<file path="src/rtl/divisor_sequencial.sv">
// -----------------------------------------------------------------------------
// divisor_sequencial
//
// Sequential restoring divider. Divides a 2*WIDTH-bit dividend by a WIDTH-bit
// divisor and produces one quotient bit per clock. It is the counterpart of the
// shift-add multiplier: a product it generates can be divided back into its
// operands. The start handshake (rising edge on Sy) and the registered results
// with a one-cycle completion pulse match the multiplier.
//
// Ports
//   Clk        in   1        clock, rising edge
//   Reset      in   1        asynchronous, active-low reset
//   Dividendo  in   2*WIDTH  dividend, sampled only on the start edge
//   Divisor    in   WIDTH    divisor, sampled only on the start edge
//   Sy         in   1        start request; a 0->1 transition starts a division
//   Quociente  out  WIDTH    quotient, registered
//   Resto      out  WIDTH    remainder, registered
//   Busy       out  1        high while a division is in progress
//   Done       out  1        one-cycle pulse when the results are valid
//   Overflow   out  1        quotient does not fit in WIDTH bits, or Divisor==0
//
// Timing
//   Normal division : Busy for WIDTH cycles, then Done in the next cycle.
//   Overflow        : Done in the cycle right after the start edge; Quociente
//                     and Resto keep their previous values.
//   A new start may be issued in the Done cycle (back-to-back operation).
// -----------------------------------------------------------------------------
module divisor_sequencial #(
    parameter int unsigned WIDTH = 16
) (
    input  logic                 Clk,
    input  logic                 Reset,
    input  logic [2*WIDTH-1:0]   Dividendo,
    input  logic [WIDTH-1:0]     Divisor,
    input  logic                 Sy,
    output logic [WIDTH-1:0]     Quociente,
    output logic [WIDTH-1:0]     Resto,
    output logic                 Busy,
    output logic                 Done,
    output logic                 Overflow
);

    localparam int unsigned CntW = $clog2(WIDTH + 1);

    typedef enum logic [1:0] {
        StIdle,
        StCalc,
        StDone
    } state_e;

    // -------------------------------------------------------------------------
    // State
    // -------------------------------------------------------------------------
    state_e           state_q, state_d;
    // Partial remainder. It always stays below the divisor between steps, so
    // WIDTH bits are enough; the shifted-in bit lives in a_sh below.
    logic [WIDTH-1:0] a_q, a_d;
    logic [WIDTH-1:0] q_q, q_d;      // low dividend half, becomes the quotient
    logic [WIDTH-1:0] dvs_q, dvs_d;  // divisor captured at the start edge
    logic [CntW-1:0]  count_q, count_d;

    logic             sy_prev_q;     // Sy delayed by one cycle for edge detect
    // Set once Sy has been seen low after reset; stops a Sy held high through
    // reset release from looking like a fresh rising edge.
    logic             sy_armed_q;

    logic [WIDTH-1:0] quo_q, quo_d;
    logic [WIDTH-1:0] rem_q, rem_d;
    logic             busy_q, busy_d;
    logic             done_q, done_d;
    logic             ovf_q, ovf_d;

    // -------------------------------------------------------------------------
    // Datapath helpers
    // -------------------------------------------------------------------------
    logic             start;
    logic             hi_ge_dvs;
    logic [WIDTH:0]   a_sh;
    logic [WIDTH-1:0] a_sub;
    logic             step_ok;
    logic [WIDTH-1:0] a_step;
    logic [WIDTH-1:0] q_step;

    always_comb begin
        start     = Sy & ~sy_prev_q & sy_armed_q;

        // High half >= divisor means the quotient needs more than WIDTH bits;
        // this also catches a zero divisor.
        hi_ge_dvs = (Dividendo[2*WIDTH-1:WIDTH] >= Divisor);

        // One restoring step: shift {A,Q} left, try subtracting the divisor.
        a_sh      = {a_q, q_q[WIDTH-1]};
        step_ok   = (a_sh >= {1'b0, dvs_q});
        // When the subtraction succeeds the true result is below the divisor,
        // so the modulo-2^WIDTH difference is exact.
        a_sub     = a_sh[WIDTH-1:0] - dvs_q;
        a_step    = step_ok ? a_sub : a_sh[WIDTH-1:0];
        q_step    = {q_q[WIDTH-2:0], step_ok};
    end

    // -------------------------------------------------------------------------
    // Next-state logic
    // -------------------------------------------------------------------------
    always_comb begin
        state_d = state_q;
        a_d     = a_q;
        q_d     = q_q;
        dvs_d   = dvs_q;
        count_d = count_q;
        quo_d   = quo_q;
        rem_d   = rem_q;
        busy_d  = busy_q;
        done_d  = 1'b0;
        ovf_d   = ovf_q;

        unique case (state_q)
            StIdle, StDone: begin
                busy_d  = 1'b0;
                state_d = StIdle;
                if (start) begin
                    a_d     = Dividendo[2*WIDTH-1:WIDTH];
                    q_d     = Dividendo[WIDTH-1:0];
                    dvs_d   = Divisor;
                    count_d = '0;
                    ovf_d   = 1'b0;
                    if (hi_ge_dvs) begin
                        // Results keep their old values; only the flag moves.
                        state_d = StDone;
                        ovf_d   = 1'b1;
                        done_d  = 1'b1;
                    end else begin
                        state_d = StCalc;
                        busy_d  = 1'b1;
                    end
                end
            end

            StCalc: begin
                a_d     = a_step;
                q_d     = q_step;
                count_d = count_q + CntW'(1);
                if (count_q == CntW'(WIDTH - 1)) begin
                    state_d = StDone;
                    busy_d  = 1'b0;
                    done_d  = 1'b1;
                    quo_d   = q_step;
                    rem_d   = a_step;
                end
            end

            default: begin
                state_d = StIdle;
                busy_d  = 1'b0;
            end
        endcase
    end

    // -------------------------------------------------------------------------
    // Registers
    // -------------------------------------------------------------------------
    always_ff @(posedge Clk or negedge Reset) begin
        if (!Reset) begin
            state_q    <= StIdle;
            a_q        <= '0;
            q_q        <= '0;
            dvs_q      <= '0;
            count_q    <= '0;
            sy_prev_q  <= 1'b0;
            sy_armed_q <= 1'b0;
            quo_q      <= '0;
            rem_q      <= '0;
            busy_q     <= 1'b0;
            done_q     <= 1'b0;
            ovf_q      <= 1'b0;
        end else begin
            state_q    <= state_d;
            a_q        <= a_d;
            q_q        <= q_d;
            dvs_q      <= dvs_d;
            count_q    <= count_d;
            sy_prev_q  <= Sy;
            sy_armed_q <= sy_armed_q | ~Sy;
            quo_q      <= quo_d;
            rem_q      <= rem_d;
            busy_q     <= busy_d;
            done_q     <= done_d;
            ovf_q      <= ovf_d;
        end
    end

    assign Quociente = quo_q;
    assign Resto     = rem_q;
    assign Busy      = busy_q;
    assign Done      = done_q;
    assign Overflow  = ovf_q;

endmodule
</file>
<file path="config.mk">
export PLATFORM = sky130hd
export DESIGN_NAME = divisor_sequencial
export DESIGN_NICKNAME = d
export VERILOG_FILES = /design/src/rtl/divisor_sequencial.sv
export SDC_FILE = /design/constraint.sdc
export NUM_CORES = 1
export LEC_CHECK = 0
export ABC_AREA = 1
export BUFFER_PORTS_ARGS = -buffer_cell sky130_fd_sc_hd__buf_2
export CORE_MARGIN = 2
export CORE_UTILIZATION = 50
export CTS_CLUSTER_SIZE = 16
export DETAILED_ROUTE_END_ITERATION = 7
export PLACE_DENSITY = 0.72
export SYNTH_ARGS = -nofsm -noshare
export SYNTH_HDL_FRONTEND = slang
export SYNTH_SLANG_ARGS = --single-unit
</file>
<file path="constraint.sdc">
create_clock -name Clk -period 2.6 [get_ports Clk]
set_clock_uncertainty 0.2 [all_clocks]
set_input_delay 0 -clock Clk [delete_from_list [all_inputs] [get_ports Clk]]
set_output_delay 0 -clock Clk [all_outputs]
set_load 0.02 [all_outputs]
</file>
# --- Word-level counts from Yosys, hierarchy flattened ---
# Index checks and enable logic that the tools add are counted.
word_totals:
  register_bits: 92
  input_bits: 51
  word_cells: 51
  output_inout_bits: 35
classes:
  add_sub_neg: 2
  eq_ne: 5
  order_cmp: 2
  mux: 19
  reduce_logical: 6
  bitwise: 5
op_table:
  columns: ["operator", "n"]
  rows:
  - ["$pmux 16 s2", 2]
  - ["$mux 16", 3]
  - ["$ge 17x16->1", 1]
  - ["$ge 16x16->1", 1]
  - ["$sub 16x16->16", 1]
  - ["$pmux 5 s2", 1]
  - ["$mux 1", 6]
  - ["$mux 2", 3]
  - ["$reduce_and 2->1", 3]
  - ["$add 5x1->5 const B", 1]
  - ["$eq 5x4->1 const B", 1]
  - ["$mux 5", 1]
  - ["$ne 2x2->1 const B", 2]
  - ["$pmux 1 s2", 2]
  - ["$pmux 2 s2", 1]
  - ["$and 1x1->1", 2]
  - ["$eq 2x1->1 const B", 1]
  - ["$eq 2x2->1 const B", 1]
  - ["$logic_not 2->1", 1]
  - ["$not 1->1", 2]
  - ["$reduce_bool 2->1", 1]
  - ["$reduce_or 2->1", 1]
  - ["$or 1x1->1", 1]

# --- Logic depth before layout (Yosys ltp) ---
# Gate-level depths: netlist (run 1).
logic_depth:
  ltp_word: 5
  depth_mapped: 14

# --- Worst setup path before layout (run 1) ---
# OpenSTA, ideal clock, no wires.
synth_path:
  path_kind: "reg-to-reg"
  from: "register a_q[6]"
  to: "register a_q[3]"
  required_time_ns: 2.276
  setup_ns: 0.124
  slack_ns: 0.615
  synth_period_minus_slack_ns: 1.985
  path_stages_with_launch: 13
  t_arrival_ns: 1.661
  path_buffers: 1
  cell_sequence: "dfrtp_1 ha_1 nand2_1 inv_1 nand2_1 nand2_1 inv_1 nand3_2 nand2_4 buf_4 nand3_1 nand3_2 nand3_1"
synth_between:
  elab_chain_cells: 3
synth_lines:
  columns: ["element", "line_no", "text"]
  rows:
  - ["from (decl)", "57", "logic [WIDTH-1:0] a_q, a_d;"]
  - ["from (signal assigned)", "164", "a_q <= '0;"]
  - ["from (signal assigned)", "177", "a_q <= a_d;"]
  - ["$ge 17x16->1", "93", "step_ok = (a_sh >= {1'b0, dvs_q});"]
  - ["$mux 16", "97", "a_step = step_ok ? a_sub : a_sh[WIDTH-1:0];"]
  - ["$pmux 16 s2", "116", "unique case (state_q)"]
# Every way passes these cells.
# A chain may end at the register's enable or synchronous reset.

# --- Worst setup path in the final report (run 1) ---
layout_path:
  from: "register a_q[7]"
  to: "register rem_q[14] (netlist: Resto[14])"
layout_between:
  elab_chain_cells: 2
  elab_cells_between_ends: 3
  classes_between: "add/sub (1); order compare (1); mux (1)"
layout_lines:
  columns: ["element", "line_no", "text"]
  rows:
  - ["$sub 16x16->16 or $ge 17x16->1 (tied branches)", "96, 93", null]
  - ["$mux 16 (*)", "97", null]
  - ["to (signal assigned)", "184", "rem_q <= rem_d;"]
  - ["to (decl)", "68", "logic [WIDTH-1:0] rem_q, rem_d;"]
# Every way passes the cells marked *; elsewhere a longest branch is shown, timed or not.

==> metrics.csv, run 1 <==
metric,value,unit
place.port_buffers,85,
routabilityCongestion,0.977,
cts.sinks,92,
holdWs,5.83,ps
antenna_found_initial,0,
dieHeight,108,um
cts_buffer_depth,2,
setup_violations,0,
min_period,2430,ps
grt_pass1_wl,24000,um
yosysTopAreaCell,dfrtp_1,
fin_nets,931,
grt_max_degree,51,
yosysMostFrequentCell,nand2_1,
cp_max_fo,18,
dieWidth,108,um
dp_hpwl,10000,um
power_density,1330,nW/um^2
viasPerCell,5.13,
gr-usage-all-layers,26.4,%
insertion_delay,370,ps
dr.first_iter.drc_count,269,
ys_ff_latch,92,
rsz0062_at_grt,false,
required,2660,ps
worstHoldPathType,in -> async,
synth.area.top_cells,"dfrtp_1 43%, nand2_1 15%, inv_1 7.9%",
hold_viol,0,
start_util,51.8,%
final_max_slew_viol_count,0,
maxCapViolCount,0,
syn-num-nets,799,
syn_to_final_growth,23.7,%
vias,5060,
clkTransAtPathRegs,90,ps
worst_slew_pin_slew,649,ps
fin_setup_tns,0,ps
dr.pass1.iters,7,
root_buffer,clkbuf_8,
yosysSeqAreaShare,42.7,%
drive_gt1_share,16.5,%
grt_pass1_vias,5096,
core_area,10400,sq um
seqCellArea,2300,sq um
avgSynthCellArea,7.57,sq um
die-area,11600,sq um
synthArstFlopShare,100,%
synth_cell_types,31,
syn_area,5400,sq um
synth_top_area_share,42.7,%
synth_common_cells,"221 x nand2_1, 114 x inv_1, 92 x dfrtp_1",
ys.flop_type,dfrtp_1,
start_kind,flop,
yosysWarnings,0,
io_pins,86,
rows,37,
critPathCaptureType,flop,
multi_input_area,2520,sq um
fill_cells,902,
outcome,"finished, final reports clean",
max_freq,0.412,GHz
synth_edf_count,0,
cts_tree,done,
routed_wl,14400,um
slew_headroom,56.7,%
ir_drop,0.517,mV
htree_levels,3,
drc,0,
period_share,93.4,%
insertedDiodeCount,0,
path_class,reg -> reg,
cts_buffers,9,
postSynthCellCount,713,
arrival,2490,ps
wl_per_cell,14.6,um
globalRoute.totalOverflow,0,
leakage,3.74,nW
ant_nets,0,
r2r_slack,170,ps
stage by stage:
stage	cells	area [sq um]	total power [mW]	utilization [%]	setup WS, ps
2_1_floorplan	713	5400	6.46	-	615
3_3_place_gp	920	5970	7.61	57.3	245
3_5_place_dp	920	5970	7.71	57.3	224
4_1_cts	986	6680	8.81	64.1	178
5_1_grt	986	6680	9.75	64.1	18.1
6_report	986	6680	8.87	64.1	173
worst max-delay path, stage by stage, from the launching register on:
cell     delay [ps]
dfrtp_1         390
ha_1            370
nand2_1         160
inv_1            70
nand2_1          70
nand2_1          60
inv_1            90
nand3_2         110
nand2_4         230
nand2_4         230
nand2_1         120
nand2_1          80
nand2_1          90
nand2_1          60
placed cells by master, fill, tap and decap left out, types with 6 or more instances in the layout:
| cell | n |
|---|---|
| buf_4 | 9 |
| nand2_1 | 221 |
| nand2_2 | 9 |
| clkbuf_8 | 10 |
| o21ai_0 | 40 |
| a21oi_1 | 34 |
| dfrtp_1 | 92 |
| nand3_1 | 63 |
| o22ai_1 | 18 |
| nand3_2 | 7 |
| nor2_1 | 19 |
| inv_1 | 114 |
| dlygate4sd3_1 | 50 |
| buf_2 | 84 |
| ha_1 | 34 |
| xor2_1 | 6 |
path summary, 6_finish.rpt:
kind	startpoint	end	cells past startpoint
min in group Clk	Sy	sy_prev_q$_DFF_PN0_	2
setup / recovery	a_q[7]$_DFFE_PN0P_	Resto[14]$_DFFE_PN0P_	13
hold / removal	Reset	dvs_q[1]$_DFFE_PN0P_	2
max in group asynchronous	Reset	a_q[11]$_DFFE_PN0P_	3
setup reg to reg	a_q[7]$_DFFE_PN0P_	Resto[14]$_DFFE_PN0P_	13
hold reg to reg	sy_armed_q$_DFF_PN0_	sy_armed_q$_DFF_PN0_	2
what timing repair did:
action / 4_1_cts / 5_1_grt
gates resized for setup: 0 / 0
hold endpoints to repair: 142 / 0
hold buffers: 50 / 0
buffers inserted: 0 / 0
routing by layer:
layer | part of all wire (%) | vias to the layer above | GRT usage (%)
li1 | - | 2518 | -
met1 | 46 | 2371 | 34.2
met2 | 48 | 149 | 45.7
met3 | 4.1 | 22 | 2.97
met4 | 2.0 | 0 | 9.34
met5 | 0 | - | 0
kinds of logic (layout without fill, tap and decap cells):
group,Yosys count,count (layout),synth area share (%)
compound gates,100,100,10.1
fa+ha+maj,35,35,8.25
flops,92,92,42.7
simple gates,335,335,27.0
buf+inv,143,280,10.7
xor+xnor,8,8,1.30
registers in the layout (all words and copies together), names as in the netlist, 2 cells and up:
name	flops
Quociente	16
Resto	16
a_q	16
count_q	5
dvs_q	16
q_q	16
state_q	2
final cells by class:
cell class | count | area share, %
Tap cell | 136 | 2.55
Multi-Input combinational cell | 478 | 37.7
Clock buffer | 10 | 2.06
Inverter | 119 | 6.69
Clock inverter | 6 | 1.07
Timing Repair Buffer | 145 | 15.4
Sequential cell | 92 | 34.5
report_power, final:
| group | internal, mW | switching, mW |
|---|---|---|
| Combinational | 1.89 | 3.54 |
| Sequential | 2.07 | 0.349 |
| Clock | 0.481 | 0.542 |
| Total | 4.43 | 4.43 |
Power figures use the tool's default switching activity.
==> run 2: changes to the inputs <==
- CELL_PAD_IN_SITES_DETAIL_PLACEMENT: not set -> 1
- CELL_PAD_IN_SITES_GLOBAL_PLACEMENT: not set -> 1
- CORE_UTILIZATION: 50 -> 42
- PLACE_DENSITY: 0.72 -> not set
- PLACE_DENSITY_LB_ADDON: not set -> 0.1
==> run 2 against run 1 <==
Count of clock-buffer cells in the layout stayed put. Cell count grew 4.0%. Design area rose by 3.1%. Via count grew 4.1%. Non-clock buffer count grew 3. Sequential cell count unchanged. Worst hold slack gained 120 ps. Global-route usage rose by 0.58 points. Worst setup slack worse by 51 ps. Highest routed layer unchanged.
==> metrics.csv, run 2 (same netlist as run 1, synthesis figures left out) <==
metric,value,unit,change
total_power,9.76,mW,was 8.87 mW
path_cells,ha_1 -> a21oi_2 -> o21a_1 -> nand2_1 -> nor2_4 -> nand2_8 -> nand2_1 -> nand2_1 -> nand2_1 -> nand2_1,,was ha_1 -> nand2_1 -> inv_1 -> nand2_1 -> nand2_1 -> inv_1 -> nand3_2 -> nand2_4 -> nand2_4 -> nand2_1 -> nand2_1 -> nand2_1 -> nand2_1
globalRoute.totalOverflow,0,,unchanged
fin_nets,934,,was 931
wl_per_cell,17.7,um,was 14.6 um
p_int,4.83,mW,was 4.43 mW
place.port_buffers,85,,unchanged
max_freq,0.403,GHz,was 0.412 GHz
switching_power,4.93,mW,was 4.43 mW
gr-usage-all-layers,27.0,%,was 26.4%
ant_nets,0,,unchanged
combPwrFrac,60.5,%,was 61.2%
fill_cells,1585,,was 902
routed_wl,18200,um,was 14400 um
grt_pass1_vias,5883,,was 5096
r2r-start,a_q[13]$_DFFE_PN0P_,,was a_q[7]$_DFFE_PN0P_
dp_slack,108,ps,was 224 ps
cpPeakStageDelay,430,ps,was 390 ps
worstHoldPathType,in -> reg,,was in -> async
arrival,2510,ps,was 2490 ps
setup_violations,0,,unchanged
cts_buffers,9,,unchanged
die-area,13800,sq um,was 11600 sq um
root_buffer,clkbuf_16,,was clkbuf_8
cts.sinks,92,,unchanged
dieHeight,117,um,was 108 um
cts_tree,done,,unchanged
sw_frac_of_total,50.5,%,was 50.0%
start_kind,flop,,unchanged
critPathMostFrequentCell,nand2_1,,unchanged
worst_slew_pin_slew,586,ps,was 649 ps
htree_levels,3,,unchanged
core_area,12600,sq um,was 10400 sq um
dp_hpwl,12500,um,was 10000 um
vias,5267,,was 5060
rows,41,,was 37
finish.utilization,54.8,%,was 64.1%
drive_gt1_share,16.9,%,was 16.5%
seqPwrFrac,25.3,%,was 27.2%
antenna_found_initial,0,,unchanged
ir_drop,0.596,mV,was 0.517 mV
slew_headroom,60.7,%,was 56.7%
dr.first_iter.drc_count,274,,was 269
cp_slowest_cell,dfrtp_1,,unchanged
min_from,Sy,,
final_max_slew_viol_count,0,,unchanged
layout.cells.most_common,nand2_1,,unchanged
maxCapViolCount,0,,unchanged
cp_max_fo,18,,unchanged
dieWidth,117,um,was 108 um
insertedDiodeCount,0,,unchanged
start_util,42.9,%,was 51.8%
syn_to_final_growth,27.6,%,was 23.7%
power_density,1420,nW/um^2,was 1330 nW/um^2
grt_pass1_wl,29600,um,was 24000 um
period_share,95.3,%,was 93.4%
crit_start,a_q[13]$_DFFE_PN0P_,,was a_q[7]$_DFFE_PN0P_
drc,0,,unchanged
path_class,reg -> reg,,unchanged
final_cell_mix,"221 x nand2_1, 114 x inv_1, 92 x dfrtp_1",,unchanged
leakage,3.80,nW,was 3.74 nW
io_pins,86,,unchanged
hold_viol,0,,unchanged
clkTransAtPathRegs,70,ps,was 90 ps
min_period,2480,ps,was 2430 ps
critPathCaptureType,flop,,unchanged
grt_max_degree,58,,was 51
cts_buffer_depth,2,,unchanged
required,2630,ps,was 2660 ps
routabilityCongestion,0.847,,was 0.977
insertion_delay,350,ps,was 370 ps
viasPerCell,5.14,,was 5.13
p_clk_share,14.2,%,was 11.5%
outcome,"finished, final reports clean",,unchanged
fin_ws,122,ps,was 173 ps
dr.pass1.iters,4,,was 7
-- run 2: cell types whose count changed in the layout (fill, tap and decap cells not counted), moves of 2 or more --
cell	delta
clkbuf_8	-9
dlygate4sd3_1	+2
nand2_4	-2
clkbuf_16	+9
nand2_8	+2
-- run 2: final timing paths --
| kind | to | slack [ps] | cells after the start |
|---|---|---|---|
| min | sy_prev_q$_DFF_PN0_ | 120 | 2 |
| max in group asynchronous | Quociente[5]$_DFFE_PN0P_ | 460 | 4 |
| max | a_q[10]$_DFFE_PN0P_ | 120 | 10 |
| min in group asynchronous | a_q[7]$_DFFE_PN0P_ | 490 | 3 |
| min reg2reg | sy_armed_q$_DFF_PN0_ | 250 | 2 |
| max reg2reg | a_q[10]$_DFFE_PN0P_ | 120 | 10 |
-- run 2: power groups by stage --
stage               sequential (mW)  clock, mW  combinational, mW
floorplan                      2.62          0               3.83
global placement               2.44          0               5.40
detailed placement             2.47          0               5.59
CTS                            2.45       1.41               5.70
global route                   2.53       1.46               6.62
finish                         2.47       1.39               5.91
-- run 2: worst max-delay path, delay by kind of cell (launching register included) --
kind | cells | cell delay (ps)
AO/OA/AOI/OAI | 2 | 360
adder cells (fa/ha/maj) | 1 | 430
flip-flops | 1 | 430
AND/OR/NAND/NOR | 7 | 940
-- run 2: cell type report --
class                   count  area, sq um  share of cell area [%]
inverters                 119          447                    6.49
flip-flops and latches     92         2300                    33.4
well taps                 172          215                    3.13
multi-input cells         478         2550                    37.1
clock buffers              10          239                    3.47
repair buffers            148         1060                    15.3
clock inverters             6         70.1                    1.02
-- run 2: layer usage --
| layer | part of all wire [%] | track usage (%) |
|---|---|---|
| met1 | 43 | 33.8 |
| met2 | 51 | 47.3 |
| met3 | 3.5 | 4.33 |
| met4 | 2.2 | 9.56 |
| met5 | 0 | 0 |
-- run 2: stage by stage --
| step | hold slack, ps | cell area (sq um) | cells | TNS, ps |
|---|---|---|---|---|
| 3_3_place_gp | -187 | 6000 | 955 | 0 |
| 2_1_floorplan | -496 | 5400 | 713 | 0 |
| 4_1_cts | 109 | 6830 | 1023 | 0 |
| 3_5_place_dp | -181 | 6000 | 955 | 0 |
| 6_report | 125 | 6880 | 1025 | 0 |
| 5_1_grt | 140 | 6880 | 1025 | -34.6 |
-- run 2: timing repair --
item,CTS,global route
hold buffers,52,0
gates resized for setup,0,5
endpoints found under the setup margin,0,8
buffers inserted,0,2
endpoints found under the hold margin,142,0
